**src/rtl/move_scheduler_pkg.sv**
```systemverilog
// Shared definitions for the move scheduler and the game state machine:
// direction encodings, scheduler FSM states and small helpers.
package move_scheduler_pkg;

    // Direction code carried on move_dir.
    typedef enum logic [1:0] {
        DIR_UP    = 2'b00,
        DIR_DOWN  = 2'b01,
        DIR_LEFT  = 2'b10,
        DIR_RIGHT = 2'b11
    } dir_t;

    // Scheduler FSM states.
    typedef enum logic [2:0] {
        IDLE      = 3'd0,
        DEBOUNCE  = 3'd1,
        ISSUE     = 3'd2,
        WAIT_DONE = 3'd3,
        RELEASE   = 3'd4
    } state_t;

    // Button bus layout: bit index equals the direction code.
    localparam int unsigned BTN_W = 4;
    localparam int unsigned BIT_U = 0;
    localparam int unsigned BIT_D = 1;
    localparam int unsigned BIT_L = 2;
    localparam int unsigned BIT_R = 3;

    localparam logic [7:0] TIMEOUT_MAX = 8'hFF;

    // Fixed priority U > D > L > R.
    function automatic dir_t prio_dir(input logic [BTN_W-1:0] pat);
        dir_t d;
        if (pat[BIT_U])      d = DIR_UP;
        else if (pat[BIT_D]) d = DIR_DOWN;
        else if (pat[BIT_L]) d = DIR_LEFT;
        else                 d = DIR_RIGHT;
        return d;
    endfunction

    // Single-button pattern that corresponds to a direction.
    function automatic logic [BTN_W-1:0] dir_onehot(input dir_t d);
        logic [BTN_W-1:0] one;
        one = 4'b0001;
        return one << d;
    endfunction

endpackage

```
**src/rtl/move_scheduler_if.sv**
```systemverilog
// Move request handshake between the scheduler (master) and the game
// state machine (slave), plus the game status lines the scheduler watches.
interface move_scheduler_if;
    import move_scheduler_pkg::*;

    logic move_valid;
    dir_t move_dir;
    logic move_ready;
    logic game_busy;
    logic game_over;

    modport master (
        output move_valid,
        output move_dir,
        input  move_ready,
        input  game_busy,
        input  game_over
    );

    modport slave (
        input  move_valid,
        input  move_dir,
        output move_ready,
        output game_busy,
        output game_over
    );

endinterface

```
**src/rtl/move_scheduler_btn_debounce.sv**
```systemverilog
// btn_debounce: two-flop synchronizer per button followed by a stability
// counter on the whole bus. 'stable' only takes a pattern after it has been
// seen unchanged for DEB_CYCLES consecutive synced samples; 'settled' is high
// while the current synced pattern is the accepted one.
module btn_debounce #(
    parameter int unsigned WIDTH      = 4,
    parameter int unsigned DEB_CYCLES = 3
) (
    input  logic             clk,
    input  logic             reset_n,
    input  logic [WIDTH-1:0] btn,
    output logic [WIDTH-1:0] sync,
    output logic [WIDTH-1:0] stable,
    output logic             settled
);
    localparam int unsigned     CNT_W    = $clog2(DEB_CYCLES + 1);
    localparam logic [CNT_W-1:0] CNT_DONE = CNT_W'(DEB_CYCLES);

    genvar gi;
    generate
        for (gi = 0; gi < WIDTH; gi++) begin : g_sync
            logic meta_reg;
            logic sync_reg;
            // Two-flop synchronizer for one asynchronous button.
            always_ff @(posedge clk) begin
                if (!reset_n) begin
                    meta_reg <= 1'b0;
                    sync_reg <= 1'b0;
                end else begin
                    meta_reg <= btn[gi];
                    sync_reg <= meta_reg;
                end
            end
            assign sync[gi] = sync_reg;
        end
    endgenerate

    logic [WIDTH-1:0] cand_reg;
    logic [WIDTH-1:0] stable_reg;
    logic [CNT_W-1:0] cnt_reg;
    logic [CNT_W-1:0] cnt_next;

    // Count consecutive identical samples; a new pattern counts as its first.
    always_comb begin
        cnt_next = CNT_W'(1);
        if (sync == cand_reg) begin
            cnt_next = (cnt_reg == CNT_DONE) ? cnt_reg : cnt_reg + 1'b1;
        end
    end

    // Candidate, run length and accepted pattern registers.
    always_ff @(posedge clk) begin
        if (!reset_n) begin
            cand_reg   <= '0;
            cnt_reg    <= '0;
            stable_reg <= '0;
        end else begin
            cand_reg <= sync;
            cnt_reg  <= cnt_next;
            if (cnt_next == CNT_DONE) begin
                stable_reg <= sync;
            end
        end
    end

    assign stable  = stable_reg;
    assign settled = (cnt_reg == CNT_DONE);

endmodule

```
**src/rtl/move_scheduler.sv**
```systemverilog
// move_scheduler: turns debounced direction buttons into one move request
// per press on a valid/ready handshake toward the game state machine.
// Optional feature macro: MOVE_AUTOREPEAT_EN (hold-to-repeat in RELEASE).
module move_scheduler
    import move_scheduler_pkg::*;
#(
    parameter int unsigned DEB_CYCLES = 3
`ifdef MOVE_AUTOREPEAT_EN
    ,
    parameter int unsigned REPEAT_CYCLES = 48
`endif
) (
    input  logic             Clk,
    input  logic             Reset,
    input  logic             BtnU,
    input  logic             BtnD,
    input  logic             BtnL,
    input  logic             BtnR,
    move_scheduler_if.master mv
);
    logic [BTN_W-1:0] btn_raw;
    logic [BTN_W-1:0] btn_sync;
    logic [BTN_W-1:0] btn_stable;
    logic             btn_settled;
    logic             released;
    logic             pressed;
    logic             rep_fire;

    state_t     state_reg, state_next;
    dir_t       dir_reg, dir_next;
    logic [7:0] to_cnt_reg, to_cnt_next;
    // Cleared by reset: buttons must be seen released before any move.
    logic       armed_reg, armed_next;

    assign btn_raw = {BtnR, BtnL, BtnD, BtnU};

    btn_debounce #(
        .WIDTH      (BTN_W),
        .DEB_CYCLES (DEB_CYCLES)
    ) u_btn_debounce (
        .clk     (Clk),
        .reset_n (Reset),
        .btn     (btn_raw),
        .sync    (btn_sync),
        .stable  (btn_stable),
        .settled (btn_settled)
    );

    assign released = btn_settled && (btn_stable == '0);
    assign pressed  = btn_settled && (btn_stable != '0);

`ifdef MOVE_AUTOREPEAT_EN
    localparam int unsigned REP_W = $clog2(REPEAT_CYCLES + 1);
    logic [REP_W-1:0] rep_cnt_reg, rep_cnt_next;
    logic             rep_hold;

    // Repeat timer: runs while the issued direction alone stays held in RELEASE.
    always_comb begin
        rep_hold     = (state_reg == RELEASE) && btn_settled && !mv.game_over &&
                       (btn_stable == dir_onehot(dir_reg));
        rep_fire     = rep_hold && (rep_cnt_reg == REP_W'(REPEAT_CYCLES - 1));
        rep_cnt_next = (rep_hold && !rep_fire) ? rep_cnt_reg + 1'b1 : '0;
    end

    // Repeat counter register.
    always_ff @(posedge Clk) begin
        if (!Reset) begin
            rep_cnt_reg <= '0;
        end else begin
            rep_cnt_reg <= rep_cnt_next;
        end
    end
`else
    assign rep_fire = 1'b0;
`endif

    // Next-state logic; game_over steers to RELEASE except for a transfer in flight.
    always_comb begin
        state_next  = state_reg;
        dir_next    = dir_reg;
        to_cnt_next = '0;
        armed_next  = armed_reg;
        case (state_reg)
            IDLE: begin
                if (mv.game_over) begin
                    state_next = RELEASE;
                end else if (!armed_reg) begin
                    // First look after reset: a held button goes to RELEASE.
                    if (btn_sync != '0) begin
                        state_next = RELEASE;
                    end else if (released) begin
                        armed_next = 1'b1;
                    end
                end else if ((btn_sync != '0) && !mv.game_busy) begin
                    state_next = DEBOUNCE;
                end
            end
            DEBOUNCE: begin
                if (mv.game_over) begin
                    state_next = RELEASE;
                end else if (pressed) begin
                    state_next = ISSUE;
                    dir_next   = prio_dir(btn_stable);
                end else if (released) begin
                    state_next = IDLE;
                end
            end
            ISSUE: begin
                if (mv.move_ready) begin
                    state_next = WAIT_DONE;
                end else if (mv.game_over) begin
                    state_next = RELEASE;
                end
            end
            WAIT_DONE: begin
                to_cnt_next = (to_cnt_reg == TIMEOUT_MAX) ? to_cnt_reg : to_cnt_reg + 8'd1;
                if (mv.game_over || !mv.game_busy || (to_cnt_reg == TIMEOUT_MAX)) begin
                    state_next = RELEASE;
                end
            end
            RELEASE: begin
                if (mv.game_over) begin
                    state_next = RELEASE;
                end else if (released) begin
                    state_next = IDLE;
                    armed_next = 1'b1;
                end else if (rep_fire) begin
                    state_next = ISSUE;
                end
            end
            default: begin
                state_next = IDLE;
            end
        endcase
    end

    // State, latched direction, timeout and arm flag registers.
    always_ff @(posedge Clk) begin
        if (!Reset) begin
            state_reg  <= IDLE;
            dir_reg    <= DIR_UP;
            to_cnt_reg <= '0;
            armed_reg  <= 1'b0;
        end else begin
            state_reg  <= state_next;
            dir_reg    <= dir_next;
            to_cnt_reg <= to_cnt_next;
            armed_reg  <= armed_next;
        end
    end

    assign mv.move_valid = (state_reg == ISSUE);
    assign mv.move_dir   = dir_reg;

endmodule

```
**src/flat_wrapper.sv**
```systemverilog
// flat-port wrapper written by rule: the top's interface ports become plain ports
module move_scheduler_flat import move_scheduler_pkg::*;
#(
    parameter int unsigned DEB_CYCLES = 3

)
  (Clk, Reset, BtnU, BtnD, BtnL, BtnR, mv_move_valid, mv_move_dir, mv_move_ready, mv_game_busy, mv_game_over);
  move_scheduler_if mv_i ();
  input  logic Clk;
  input  logic Reset;
  input  logic BtnU;
  input  logic BtnD;
  input  logic BtnL;
  input  logic BtnR;
  output wire logic [$bits(mv_i.move_valid)-1:0] mv_move_valid;
  output wire logic [$bits(mv_i.move_dir)-1:0] mv_move_dir;
  input wire logic [$bits(mv_i.move_ready)-1:0] mv_move_ready;
  input wire logic [$bits(mv_i.game_busy)-1:0] mv_game_busy;
  input wire logic [$bits(mv_i.game_over)-1:0] mv_game_over;
  assign mv_move_valid = mv_i.move_valid;
  assign mv_move_dir = mv_i.move_dir;
  assign mv_i.move_ready = mv_move_ready;
  assign mv_i.game_busy = mv_game_busy;
  assign mv_i.game_over = mv_game_over;
  move_scheduler #(.DEB_CYCLES(DEB_CYCLES)) u_core (.Clk(Clk), .Reset(Reset), .BtnU(BtnU), .BtnD(BtnD), .BtnL(BtnL), .BtnR(BtnR), .mv(mv_i));
endmodule
```
**config.mk**
```make
export PLATFORM = sky130hd
export DESIGN_NAME = move_scheduler_flat
export DESIGN_NICKNAME = d
export VERILOG_FILES = /design/src/rtl/move_scheduler_pkg.sv /design/src/rtl/move_scheduler_if.sv /design/src/rtl/move_scheduler_btn_debounce.sv /design/src/rtl/move_scheduler.sv /design/src/flat_wrapper.sv
export SDC_FILE = /design/constraint.sdc
export NUM_CORES = 1
export LEC_CHECK = 0
export CAP_MARGIN = 20
export CORE_MARGIN = 5
export CORE_UTILIZATION = 46
export CTS_CLUSTER_SIZE = 40
export DETAILED_ROUTE_END_ITERATION = 8
export PLACE_DENSITY = 0.74
export SLEW_MARGIN = 20
export SYNTH_ARGS = -nofsm -noshare
export SYNTH_HDL_FRONTEND = slang
export SYNTH_SLANG_ARGS = --single-unit
```
**constraint.sdc**
```tcl
create_clock -name Clk -period 1.8 [get_ports Clk]
set_clock_uncertainty 0.2 [all_clocks]
set_input_delay 0.36 -clock Clk [delete_from_list [all_inputs] [get_ports Clk]]
set_output_delay 0.36 -clock Clk [all_outputs]
set_load 0.05 [all_outputs]
```
==> flow_summary.toml <==
[status]
outcome = "completed"

[yosys]
synth_flop_cell = "dfxtp_1"
synth_warnings = 0
synth_seq_area_share_pct = 48.44
syn_area_mm2 = 0.001323
synth_edf_count = 0
synth_nets = 151
async_reset_ff_share_pct = 0
synthCells = 141
synth.distinct_cells = 35
syn_area_per_cell_um2 = 9.380
synth-seq-cells = 32

[timing]
fin_crit_sh_pct = 96.72
drv_slew = 0
setup-violations-final = 0
tightest_slew_ns = 0.5104
relSlewSlack_pct = 65.66
rsz0062_at_grt = "false"
min_period_ns = 1.741
finalHoldViolCount = 0
fin_ws_ns = 0.05903
max_freq_mhz = 574.4

[floorplan]
dieArea_mm2 = 0.004048
start_util_pct = 47.96
fp.dieW_um = 63.62
rows = 19
die_height_um = 63.62
ioPinCount = 12
coreArea_mm2 = 0.002758

[clock_tree]
clk_pin_slew_ns = 0.10
clockBufferDepth = 2
cts_tree = "built"
clock_sinks = 32
cts_buffers = 5
htree_num_levels = 2
clock_latency_ns = 0.34
cts_root_buf = "clkbuf_4"
cts-hold-fix-buffers = 0

[drt]
vias = 1084
dr.pass1.iters = 4
drc = 0
drt_iter0_drc = 66
via_per_inst = 5.646
routedWlPerCell_um = 13.27
routed_wl_mm = 2.548
ant_nets = 0

[setup_path]
required_ns = 1.24
critPathKind = "register to output port"
cp_data_arrival_time_ns = 1.18
slowest_delay_ns = 0.40
path_cells = "nor3b_4 > buf_12"
crit_path_max_fanout = 11
end_kind = "output port"
cp_top_family = "flip-flops"
critPathBufInv = 1
crit_path_top_delay_cell = "dfxtp_2"
crit_path_start_kind = "register"

[cells_and_area]
final_common_cell = "dfxtp_1"
mostFrequentLayoutCells = "dfxtp_1, and2_1, nor2_1"
instances_no_fill = 192
layout.nets = 170
drive_above_1_share_pct = 16.15
largest_register_ff_count = 8
n_antenna_cell = 0
areaGrowthSynthToFinish_pct = 21.38

[global_route]
grt-ovfl-total = 0
grt_pass1_vias = 1061
grt_max_degree = 13
antenna_found_initial = 0
grt_pass1_wl_mm = 4.333
globalRouteTotalUtil_pct = 13.67

[placed_design]
gp_congestion = 0.9148
dp_hpwl_mm = 1.908
dp_cells = 184
preCtsSetupSlack_ns = -0.1919
port_buffers = 11

[power]
peakVddDrop_mv = 0.6639
p_leak_nw = 0.5994
power_density_mw_per_mm2 = 785.7

[hold_path]
hold_class = "register to register"

[job]
drv_cap = 0
==> repair_timing <==
item / in CTS / in global routing
pin swaps: 0 / 1
endpoints found under the setup margin: 1 / 4
resized for setup: 3 / 3
cloned: 0 / 0
buffers inserted: 0 / 0
==> stage by stage <==
stage                     hold WS (ns)  power (W)  instance area [um^2]  TNS, ns  util (%)
after floorplan                 0.2119  0.0008083                  1328        0         -
after global placement          0.2140  0.0008445                  1530  -0.2752     55.49
after detailed placement        0.2195  0.0008496                  1530  -0.7392     55.49
after CTS                       0.2420   0.001274                  1600        0     58.03
after global routing            0.2701   0.001321                  1605        0     58.21
final                           0.2394   0.001261                  1605        0     58.21
==> layout make-up <==
| class | count | area (um^2) |
|---|---|---|
| flip-flops and latches | 32 | 648.1 |
| clock inverters | 2 | 10.01 |
| clock buffers | 6 | 51.30 |
| inverters | 3 | 11.26 |
| fillers | 259 | 1152 |
| repair buffers | 17 | 185.2 |
| well taps | 31 | 38.79 |
| multi-input cells | 101 | 660.6 |
==> worst register-to-register path: stages, from the launching register on <==
cell       delay [ns]
dfxtp_1          0.38
ha_1             0.21
nand3_1          0.12
o211ai_1         0.27
a21oi_1          0.13
a2111oi_2        0.27
==> where the power goes <==
part / internal (W) / switching, W / leakage (nW)
registers: 0.000725 / 0.0000177 / 0.263
logic: 0.0000474 / 0.0000430 / 0.299
clock network: 0.000186 / 0.000243 / 0.0380
==> metal layers <==
layer | track usage [%] | routed length [um] | up-vias
met1 | 14.12 | 1106 | 503
met3 | 6.217 | 152 | 5
li1 | - | - | 549
met4 | 5.714 | 29 | 0
met5 | 0 | 0 | -
met2 | 23.60 | 1260 | 27
==> cell families (layout without fill, tap and decap cells) <==
group	count (synthesis)	in the layout	synth area share (%)
AO/OA/AOI/OAI	35	35	17.41
XOR/XNOR	7	7	4.636
adder cells (fa/ha/maj)	1	1	0.9459
buffers and inverters	8	28	2.460
flip-flops	32	32	48.44
multiplexers	2	2	1.514
AND/OR/NAND/NOR	56	56	24.60
==> cell usage after synthesis, types with 2 or more instances <==
master    count  share of area, %
xor2_1        2               1.3
nand2_1       6               1.7
and3_1        2              0.95
nor4b_1       2               1.3
a21oi_1       9               3.4
inv_1         3              0.85
o221a_1       2               1.7
o21ai_0       8               3.0
nor2_1       10               2.8
and2_1       13               6.1
nand4_1       3               1.4
and3b_1       2               1.3
buf_2         2              0.76
dfxtp_1      32                48
o211ai_1      5               2.8
clkbuf_1      3              0.85
a31oi_1       6               2.8
xnor2_1       5               3.3
nand3_1       8               3.0
mux2i_1       2               1.5
and4_1        2               1.3
==> path summary, 6_finish.rpt <==
path | slack (ns) | endpoint | startpoint | depth (start not counted)
max | 0.06 | mv_move_valid | u_core.state_reg[0] | 2
min | 0.24 | u_core.u_btn_debounce.g_sync[2].sync_reg | u_core.u_btn_debounce.g_sync[2].meta_reg | 1
max reg2reg | 0.14 | u_core.state_reg[2] | u_core.to_cnt_reg[1] | 5
min reg2reg | 0.24 | u_core.u_btn_debounce.g_sync[2].sync_reg | u_core.u_btn_debounce.g_sync[2].meta_reg | 1
Note: power is estimated with default switching activity, not from simulation.
